### src/rtl/operand_recover.sv
// operand_recover
//   Rebuilds a signed operand pair (a, b) from a stream of tagged results of
//   the 4-way select/add/sub datapath. The tags are 00=a, 01=b, 10=a+b and
//   11=a-b. Any two words with different tags resolve the pair. The first
//   word is held. A later word with the same tag overwrites it. A word with a
//   different tag completes the pair, and the pair is registered on the output.
//
// Ports
//   clk, rst_n            clock (rising edge), asynchronous active-low reset
//   clr                   drop any held partial word; err_cnt is kept
//   in_valid/in_ready     input handshake
//   in_tag, in_data       tag and signed DW+1 bit result word
//   out_valid/out_ready   output handshake; the pair is held until accepted
//   out_a, out_b          recovered operands, wrapped to DW bits
//   out_err               pair failed the parity, range or extension check
//   err_cnt               saturating count of emitted pairs with out_err=1
module operand_recover #(
    parameter int DW    = 8,
    parameter int CNT_W = 8
) (
    input  logic                    clk,
    input  logic                    rst_n,
    input  logic                    clr,
    input  logic                    in_valid,
    output logic                    in_ready,
    input  logic [1:0]              in_tag,
    input  logic signed [DW:0]      in_data,
    output logic                    out_valid,
    input  logic                    out_ready,
    output logic signed [DW-1:0]    out_a,
    output logic signed [DW-1:0]    out_b,
    output logic                    out_err,
    output logic [CNT_W-1:0]        err_cnt
);
    // DW+2 bits hold any sum or difference of two DW+1 bit words without overflow.
    localparam int W2    = DW + 2;
    localparam int MIN_I = -(2 ** (DW - 1));
    localparam int MAX_I = (2 ** (DW - 1)) - 1;
    localparam logic signed [W2-1:0] MIN_V = W2'(MIN_I);
    localparam logic signed [W2-1:0] MAX_V = W2'(MAX_I);

    typedef enum logic {EMPTY, HOLD} state_t;

    state_t                state, state_nxt;
    logic [1:0]            hold_tag_p0;
    logic signed [DW:0]    hold_data_p0;
    logic                  hold_err_p0;

    logic                  accept, pair_done, same_tag;
    logic [3:0]            present;
    logic signed [W2-1:0]  va, vb, vs, vd, sum, dif, rec_a, rec_b;
    logic                  par_err, pair_err;

    function automatic logic signed [W2-1:0] sext(input logic signed [DW:0] x);
        return {x[DW], x};
    endfunction

    function automatic logic in_range(input logic signed [W2-1:0] x);
        return (x >= MIN_V) && (x <= MAX_V);
    endfunction

    // A direct operand word must be a sign-extended DW-bit value.
    function automatic logic ext_err(input logic [1:0] tag, input logic signed [DW:0] x);
        return !tag[1] && (x[DW] != x[DW-1]);
    endfunction

    assign in_ready  = !out_valid || out_ready;
    assign accept    = in_valid && in_ready && !clr;
    assign same_tag  = (in_tag == hold_tag_p0);
    assign pair_done = accept && (state == HOLD) && !same_tag;

    // Pair resolution. Each word goes into a slot chosen by its tag, so the
    // result does not depend on the order in which the words arrived.
    always_comb begin
        va      = '0;
        vb      = '0;
        vs      = '0;
        vd      = '0;
        sum     = '0;
        dif     = '0;
        rec_a   = '0;
        rec_b   = '0;
        par_err = 1'b0;
        present = 4'b0000;
        present[hold_tag_p0] = 1'b1;
        present[in_tag]      = 1'b1;
        case (hold_tag_p0)
            2'b00:   va = sext(hold_data_p0);
            2'b01:   vb = sext(hold_data_p0);
            2'b10:   vs = sext(hold_data_p0);
            default: vd = sext(hold_data_p0);
        endcase
        case (in_tag)
            2'b00:   va = sext(in_data);
            2'b01:   vb = sext(in_data);
            2'b10:   vs = sext(in_data);
            default: vd = sext(in_data);
        endcase
        case (present)
            4'b0011: begin rec_a = va;      rec_b = vb;      end
            4'b0101: begin rec_a = va;      rec_b = vs - va; end
            4'b1001: begin rec_a = va;      rec_b = va - vd; end
            4'b0110: begin rec_a = vs - vb; rec_b = vb;      end
            4'b1010: begin rec_a = vd + vb; rec_b = vb;      end
            4'b1100: begin
                sum     = vs + vd;
                dif     = vs - vd;
                rec_a   = sum >>> 1;
                rec_b   = dif >>> 1;
                par_err = sum[0];
            end
            default: ;
        endcase
        pair_err = hold_err_p0 | ext_err(in_tag, in_data) | par_err
                 | !in_range(rec_a) | !in_range(rec_b);
    end

    always_comb begin
        state_nxt = state;
        if (clr) begin
            state_nxt = EMPTY;
        end else if (accept) begin
            if (state == EMPTY || same_tag) state_nxt = HOLD;
            else                            state_nxt = EMPTY;
        end
    end

    always_ff @(posedge clk or negedge rst_n) begin
        if (!rst_n) begin
            state <= EMPTY;
        end else begin
            state <= state_nxt;
        end
    end

    // Held word stage. Its extension flag stays with it until the pair resolves.
    always_ff @(posedge clk or negedge rst_n) begin
        if (!rst_n) begin
            hold_tag_p0  <= '0;
            hold_data_p0 <= '0;
            hold_err_p0  <= 1'b0;
        end else if (accept && (state == EMPTY || same_tag)) begin
            hold_tag_p0  <= in_tag;
            hold_data_p0 <= in_data;
            hold_err_p0  <= ext_err(in_tag, in_data);
        end
    end

    // Output stage.
    always_ff @(posedge clk or negedge rst_n) begin
        if (!rst_n) begin
            out_valid <= 1'b0;
            out_a     <= '0;
            out_b     <= '0;
            out_err   <= 1'b0;
            err_cnt   <= '0;
        end else begin
            if (pair_done) begin
                out_valid <= 1'b1;
                out_a     <= rec_a[DW-1:0];
                out_b     <= rec_b[DW-1:0];
                out_err   <= pair_err;
                if (pair_err && (err_cnt != '1)) err_cnt <= err_cnt + CNT_W'(1);
            end else if (out_valid && out_ready) begin
                out_valid <= 1'b0;
            end
        end
    end

endmodule

### config.mk
export PLATFORM = sky130hd
export DESIGN_NAME = operand_recover
export DESIGN_NICKNAME = d
export VERILOG_FILES = /design/src/rtl/operand_recover.sv
export SDC_FILE = /design/constraint.sdc
export NUM_CORES = 1
export LEC_CHECK = 0
export CORE_MARGIN = 4
export CORE_UTILIZATION = 52
export CTS_CLUSTER_DIAMETER = 50
export DETAILED_ROUTE_END_ITERATION = 10
export GPL_TIMING_DRIVEN = 0
export PLACE_DENSITY = 0.78
export SLEW_MARGIN = 20
export SYNTH_ARGS = -nofsm -noshare
export SYNTH_HDL_FRONTEND = slang
export SYNTH_SLANG_ARGS = --single-unit
### constraint.sdc
create_clock -name clk -period 7.4 [get_ports clk]
set_input_delay 1.85 -clock clk [delete_from_list [all_inputs] [get_ports clk]]
set_output_delay 1.85 -clock clk [all_outputs]
set_load 0.005 [all_outputs]
==> qor.tcl, run 1 <==
set qor(outcome) {completed}
set qor(crit_path_end_kind) {register}
set qor(routed_wire_length_per_instance_um) 24.6
set qor(whs_ns) 0.482
set qor(wirelength_um) 24100
set qor(max_cap_viol_count) 0
set qor(power.total_mw) 1.86
set qor(core_region_area_mm2) 0.0111
set qor(antenna_found_initial) 0
set qor(yosys_most_used_dff) {sky130_fd_sc_hd__dfrtp_1}
set qor(hold_start) {out_err$_DFFE_PN0P_}
set qor(synth-async-reset-ratio_pct) 100
set qor(r2r_setup_slack_ns) 1.54
set qor(io-pin-count) 43
set qor(place_area_mm2) 0.00654
set qor(fin_setup_tns_ns) 0
set qor(worstSetupStartpointType) {input port}
set qor(register_area_share_after_synthesis_pct) 16.3
set qor(grt_pass1_wl_um) 36500
set qor(syn-mean-instance-area_um2) 7.56
set qor(number_of_pins_exceeding_their_max_slew_limit_in_the_final_report) 0
set qor(count_of_flip_flops_with_a_built_in_enable_after_synthesis) 0
set qor(tightest_slew_ns) 1.11
set qor(flow.area_growth_from_synthesis_pct) 11.9
set qor(finalCriticalPeriod_ns) 7.21
set qor(dieWidth_um) 115
set qor(final_cell_count_without_fillers) 977
set qor(worst_r2r_startpoint) {hold_tag_p0[0]$_DFFE_PN0P_}
set qor(postSynthRegisterBits) 39
set qor(count_of_antenna_violating_nets_left_after_detailed_routing) 0
set qor(synth.cell_area_mm2) 0.00599
set qor(synth_top_area_share_pct) 16.3
set qor(tritoncts) {yes}
set qor(die_area_mm2) 0.0133
set qor(worstPathArrival_ns) 7.39
set qor(cts_max_path_buffers) 2
set qor(place_inst) 969
set qor(grt_pass1_vias) 6472
set qor(leakagePower_nw) 2.91
set qor(initial_utilization_pct) 54.1
set qor(final_layout_size_suffix_gt1_share_pct) 9.68
set qor(drc_violation_count_after_routing) 0
set qor(nets) 895
set qor(final-hold-violation-count) 0
set qor(power.density_cell_area_mw_per_mm2) 277
set qor(layout.cell_area.non_filler_mm2) 0.00671
set qor(setup_viol_count_final) 0
set qor(fp.dieH_um) 115
set qor(diodes) 0
set qor(worst-endpoint-required_ns) 7.59
set qor(worst_vdd_ir_v) 0.000156
set qor(max_clock_freq_ghz) 0.139
set qor(core.rowCount) 38
set qor(grt.total_usage_pct) 36.0
set qor(detailedRoute.firstPassIterationCount) 8
set qor(synthesis.instances) 793
set qor(first_iter_violations) 798
set qor(cts_max_level) 2
set qor(ys_types) 93
set qor(worst_skew_pair.late_latency_ns) 0.31
set qor(cts_made_buffers) 5
set qor(final_common_cell) {sky130_fd_sc_hd__nand2_1}
set qor(peak_fanout_along_the_critical_path) 10
set qor(min_to) {out_err$_DFFE_PN0P_}
set qor(globalplace.congestion) 1.08
set qor(cts.clk_slew.worst_paths_ns) 0.06
set qor(tritoncts_num_sinks) 39
set qor(grt_start_max_net_pins) 24
set qor(max-slew-margin-rel_pct) 25.2
set qor(globalRouteOverflowTotal) 0
set qor(synth_top_area_cell) {sky130_fd_sc_hd__dfrtp_1}
set qor(via_count) 6809
set qor(reg2regPathDepth) 19
set qor(post-route-period-util_pct) 97.4
set qor(mostFrequentLayoutCells) {sky130_fd_sc_hd__nand2_1, sky130_fd_sc_hd__o21ai_0, sky130_fd_sc_hd__nor2_1}
set qor(clock-skew-final_ns) 0.0119
set qor(number_of_instances_on_the_worst_hold_path) 2
set qor(critical_path.reg2reg.endpoint) {err_cnt[1]$_DFFE_PN0P_}
set qor(yosysWarnings) 0
set qor(portBuffers) 35
set qor(clk_root_buffer_cell) {sky130_fd_sc_hd__clkbuf_16}
set qor(routed_via_density) 6.97
set qor(synth_fp_nets) 852
set qor(synthTopCellsByArea) {sky130_fd_sc_hd__dfrtp_1, sky130_fd_sc_hd__ha_1, sky130_fd_sc_hd__o21ai_0}
set qor(startpoint) {in_tag[1]}
set qor(detailed_placement_wirelength_estimate_um) 18600
set qor(timing.setup.critical_path_class) {in -> reg}
set qor(setup_repair_after_global_routing_missed_its_margin) {false}
set qor(timing.hold.worst.class) {reg -> reg}
cell usage after synthesis, types with 6 or more instances:
cell	count
sky130_fd_sc_hd__dfrtp_1	39
sky130_fd_sc_hd__ha_1	40
sky130_fd_sc_hd__o21ai_1	8
sky130_fd_sc_hd__and3_1	10
sky130_fd_sc_hd__clkbuf_1	30
sky130_fd_sc_hd__nand3_1	25
sky130_fd_sc_hd__o21bai_1	7
sky130_fd_sc_hd__xor2_1	21
sky130_fd_sc_hd__nand2b_1	16
sky130_fd_sc_hd__a22o_1	13
sky130_fd_sc_hd__nand2_1	69
sky130_fd_sc_hd__o211ai_1	13
sky130_fd_sc_hd__o22ai_1	13
sky130_fd_sc_hd__nor2_1	47
sky130_fd_sc_hd__inv_1	39
sky130_fd_sc_hd__xnor2_1	27
sky130_fd_sc_hd__a21o_1	15
sky130_fd_sc_hd__a22oi_1	20
sky130_fd_sc_hd__nor3_1	20
sky130_fd_sc_hd__buf_4	6
sky130_fd_sc_hd__mux2i_1	6
sky130_fd_sc_hd__o21ai_0	60
sky130_fd_sc_hd__a221oi_1	10
sky130_fd_sc_hd__buf_6	6
sky130_fd_sc_hd__a21oi_1	45
sky130_fd_sc_hd__nor2b_1	15
sky130_fd_sc_hd__mux2_2	7
sky130_fd_sc_hd__o21a_1	10
sky130_fd_sc_hd__buf_2	13
sky130_fd_sc_hd__a31oi_1	15
sky130_fd_sc_hd__a211oi_1	7
cells by family (layout without fill, tap and decap cells):
group                      after synthesis  in the layout  synth area share [%]
AOI/OAI and AO/OA                      293            293                  34.2
xor gates and xnor gates                50             50                  7.56
adders and majority gates               47             47                  10.0
buffers and inverters                  101            145                  7.72
DFF                                     39             39                  16.3
muxes                                   17             17                  3.32
and+or+nand+nor                        246            246                  20.9
final cells by class:
type                    instances  area, um2
clock inverters                 3       43.8
clock buffers                   5        125
repair buffers                 36        365
fillers                      1072       4370
multi-input cells             653       4560
flip-flops and latches         39        976
plain buffers                  57        299
well taps                     140        175
inverters                      44        165
registers in the layout, summed over array words and instances (netlist names):
signal	count
hold_err_p0	1
out_b	8
err_cnt	8
hold_data_p0	9
out_err	1
hold_tag_p0	2
state	1
out_valid	1
out_a	8
critical path, cell delays in order:
cell	delay, ns
sky130_fd_sc_hd__buf_6	0.12
sky130_fd_sc_hd__nor2_2	0.44
sky130_fd_sc_hd__clkbuf_2	0.39
sky130_fd_sc_hd__nor3_1	0.10
sky130_fd_sc_hd__clkbuf_1	0.31
sky130_fd_sc_hd__a22oi_1	0.47
sky130_fd_sc_hd__inv_1	0.17
sky130_fd_sc_hd__ha_1	0.29
sky130_fd_sc_hd__nor2b_1	0.12
sky130_fd_sc_hd__o21ai_0	0.50
sky130_fd_sc_hd__a211oi_1	0.18
sky130_fd_sc_hd__nor3_1	0.57
sky130_fd_sc_hd__xor2_1	0.20
sky130_fd_sc_hd__nor2_1	0.07
sky130_fd_sc_hd__nor4_2	0.59
sky130_fd_sc_hd__and4_1	0.34
sky130_fd_sc_hd__a22oi_4	0.13
sky130_fd_sc_hd__o21ai_2	0.22
sky130_fd_sc_hd__mux2_4	0.32
where the power goes:
part           internal [mW]  switching, mW  leakage (nW)
Clock                  0.159          0.106        0.0838
Sequential             0.285         0.0543         0.490
Combinational          0.502          0.754          2.33
through the flow:
step	setup slack (ns)	util, %
after floorplan	1.57	-
after global placement	-0.0293	58.9
after detailed placement	-0.127	59.0
after CTS	0.164	60.5
after global routing	0.00149	60.6
final	0.195	60.6
metal layers:
layer  track usage (%)  vias up  part of all wire, %
li1                  -     3025                    -
met1              47.4     3233                   40
met2              56.7      451                   44
met3              6.32      100                   10
met4              17.7        0                  5.6
met5                 0        -                    0
how the worst max path moves through the flow:
stage,slack (ns),endpoint,cells past startpoint
2_1_floorplan,1.57,err_cnt[1]$_DFFE_PN0P_,19
3_3_place_gp,-0.03,err_cnt[1]$_DFFE_PN0P_,19
3_5_place_dp,-0.13,err_cnt[1]$_DFFE_PN0P_,19
4_1_cts,0.16,err_cnt[1]$_DFFE_PN0P_,19
5_1_grt,0.001,err_cnt[1]$_DFFE_PN0P_,19
6_report,0.19,err_cnt[1]$_DFFE_PN0P_,19
repair_timing:
item                                    4_1_cts  5_1_grt
buffers inserted                              0        0
gates resized for setup                       0        2
endpoints found under the setup margin        0        8
hold buffers                                  0        0
Power figures use the tool's default switching activity.
==> inputs of run 2 (changes only) <==
- CORE_MARGIN: 4 -> default
- PLACE_DENSITY: 0.78 -> 0.81
- clock period: 7.4 -> 6.38 ns (I/O delays scaled with it)
==> qor.tcl, run 2 (synthesis results as in run 1) <==
set qor(clk_root_buffer_cell) {sky130_fd_sc_hd__clkbuf_16}
set qor(multiInputGateArea_mm2) 0.00457 ;# +0.27%
set qor(tightest_slew_ns) 1.05 ;# -0.0597 ns
set qor(tritoncts) {yes}
set qor(worstPathArrival_ns) 6.39 ;# -1.00 ns
set qor(routed_via_density) 6.78 ;# -2.7%
set qor(antenna_found_initial) 0 ;# unchanged
set qor(setup_viol_count_final) 0 ;# unchanged
set qor(wirelength_um) 21600 ;# -10%
set qor(cts_setup_buffers) 0 ;# unchanged
set qor(first_iter_violations) 830 ;# +4.0%
set qor(count_of_antenna_violating_nets_left_after_detailed_routing) 0 ;# unchanged
set qor(detailed_placement_wirelength_estimate_um) 16800 ;# -9.8%
set qor(grt_pass1_vias) 6091 ;# -5.9%
set qor(clock-skew-final_ns) 0.0113 ;# -0.000630 ns
set qor(critical_path.cell_chain) {buf_6 > nor2_4 > clkbuf_2 > nor3_1 > clkbuf_1 > a22oi_2 > inv_1 > fa_1 > nor2b_2 > nor2_1 > o211ai_1 > o21ai_0 > a21oi_1 > mux2i_1 > nor3b_1 > and4_1 > a22oi_4 > o21ai_2 > mux2_4}
set qor(final_layout_size_suffix_gt1_share_pct) 10.0 ;# +0.37 points
set qor(drc_violation_count_after_routing) 0 ;# unchanged
set qor(timing.setup.critical_path_class) {in -> reg}
set qor(cts_made_buffers) 5 ;# unchanged
set qor(cts_max_path_buffers) 2 ;# unchanged
set qor(grt.total_usage_pct) 37.2 ;# +1.2 points
set qor(crit_path_end_kind) {register}
set qor(peak_fanout_along_the_critical_path) 10 ;# unchanged
set qor(timing.final.ws_setup_ns) 0.160 ;# -0.0349 ns
set qor(initial_utilization_pct) 54.3 ;# +0.23 points
set qor(max_clock_freq_ghz) 0.161
set qor(globalplace.congestion) 1.02 ;# -5.7%
set qor(core_region_area_mm2) 0.0110 ;# -0.43%
set qor(worst_skew_pair.late_latency_ns) 0.30 ;# about the same
set qor(routed_wire_length_per_instance_um) 22.2 ;# -10%
set qor(worstSetupStartpointType) {input port}
set qor(timing.hold.worst.class) {reg -> reg}
set qor(outcome) {completed}
set qor(core.rowCount) 38 ;# unchanged
set qor(final-hold-violation-count) 0 ;# unchanged
set qor(fin_setup_tns_ns) 0 ;# unchanged
set qor(area.sequential_um2) 976 ;# unchanged
set qor(fillerInstances) 1049 ;# -2.1%
set qor(max_cap_viol_count) 0 ;# unchanged
set qor(portBuffers) 35 ;# unchanged
set qor(via_count) 6615 ;# -2.8%
set qor(worst-path-buf-inv) 4 ;# unchanged
set qor(largest_register_ff_count) 9 ;# unchanged
set qor(worst_vdd_ir_v) 0.000187 ;# +20%
set qor(io-pin-count) 43 ;# unchanged
set qor(number_of_pins_exceeding_their_max_slew_limit_in_the_final_report) 0 ;# unchanged
set qor(max-slew-margin-rel_pct) 29.2 ;# +4.0 points
set qor(cp_slowest_cell) {sky130_fd_sc_hd__fa_1}
set qor(nets) 894 ;# -0.11%
set qor(leakagePower_nw) 2.89 ;# -0.47%
set qor(cts_max_level) 2 ;# unchanged
set qor(worst-endpoint-required_ns) 6.55 ;# -1.04 ns
set qor(fp.dieH_um) 109 ;# -5.2%
set qor(worst_path_dominant_cell_family) {compound AO/OA/AOI/OAI gates}
set qor(power.density_cell_area_mw_per_mm2) 308 ;# +11%
set qor(grt_start_max_net_pins) 32 ;# +33%
set qor(largest_register) {hold_data_p0}
set qor(final_common_cell) {sky130_fd_sc_hd__nand2_1}
set qor(critical_path.max_stage_delay_ns) 0.46 ;# -0.13 ns
set qor(post-route-period-util_pct) 97.5
set qor(finalCriticalPeriod_ns) 6.22
set qor(cts.clk_slew.worst_paths_ns) 0.06 ;# about the same
set qor(place_worst_setup_slack_ns) -0.458 ;# -0.331 ns
set qor(dieWidth_um) 109 ;# -5.2%
set qor(whs_ns) 0.482 ;# -0.000285 ns
set qor(grt_pass1_wl_um) 33200 ;# -9.1%
set qor(flow.area_growth_from_synthesis_pct) 11.7
set qor(globalRouteOverflowTotal) 0 ;# unchanged
set qor(detailedRoute.firstPassIterationCount) 6 ;# -2
set qor(die_area_mm2) 0.0120 ;# -10%
set qor(mostFrequentLayoutCells) {sky130_fd_sc_hd__nand2_1, sky130_fd_sc_hd__o21ai_0, sky130_fd_sc_hd__nor2_1}
set qor(diodes) 0 ;# unchanged
set qor(tritoncts_num_sinks) 39 ;# unchanged
run 2: cell count changes in the layout (fill, tap and decap cells not counted), sizes merged:
cell / change
clkinvlp: +2
bufinv: -1
clkbuf: -1
clkinv: -1
run 2: per-layer routing:
metal,share of wire (%),GRT usage (%),vias to the layer above
met3,11,8.24,106
met1,40,49.5,3017
li1,-,-,3033
met5,0,0,-
met4,5.6,19.7,0
met2,43,55.9,459
run 2: power breakdown:
| group | switching [mW] | internal [mW] | leakage (nW) |
|---|---|---|---|
| combinational | 0.823 | 0.582 | 2.34 |
| sequential | 0.0612 | 0.331 | 0.490 |
| clock | 0.119 | 0.145 | 0.0658 |
run 2: per-stage QoR:
step / area, um2 / util (%) / cells / total power [mW]
floorplan: 5990 / - / 793 / 1.30
global placement: 6520 / 59.1 / 968 / 1.73
detailed placement: 6540 / 59.2 / 969 / 1.75
CTS: 6690 / 60.6 / 977 / 2.02
global route: 6700 / 60.7 / 976 / 2.19
finish: 6700 / 60.7 / 976 / 2.06
run 2: final timing paths:
kind	start	depth (start not counted)	end	slack [ns]
worst max register to register	hold_tag_p0[0]$_DFFE_PN0P_	18	err_cnt[1]$_DFFE_PN0P_	1.11
worst min register to register	out_a[5]$_DFFE_PN0P_	2	out_a[5]$_DFFE_PN0P_	0.48
max in group asynchronous	rst_n	2	err_cnt[7]$_DFFE_PN0P_	4.75
min in group asynchronous	rst_n	1	hold_data_p0[3]$_DFFE_PN0P_	1.16
worst max-delay path	in_tag[1]	19	err_cnt[1]$_DFFE_PN0P_	0.16
worst min-delay path	out_a[5]$_DFFE_PN0P_	2	out_a[5]$_DFFE_PN0P_	0.48
run 2: timing repair:
action	CTS	global route
setup endpoints to repair	4	8
hold buffers	0	0
hold endpoints to repair	0	0
gates resized for setup	2	5
run 2: final cells by class:
class,count,share of cell area [%]
Sequential cell,39,14.6
Multi-Input combinational cell,653,68.3
Inverter,44,2.47
Tap cell,140,2.62
Clock buffer,5,1.87
Clock inverter,3,0.299
Timing Repair Buffer,36,5.46
Buffer,56,4.43
run 2: worst reg2reg max path, delay by kind of cell, from the launching register on:
kind	cells	cell delay (ns)
simple gates	4	1.10
mux	2	0.48
fa+ha+maj	1	0.39
compound gates	7	1.70
flops	1	0.39
buf+inv	4	1.06
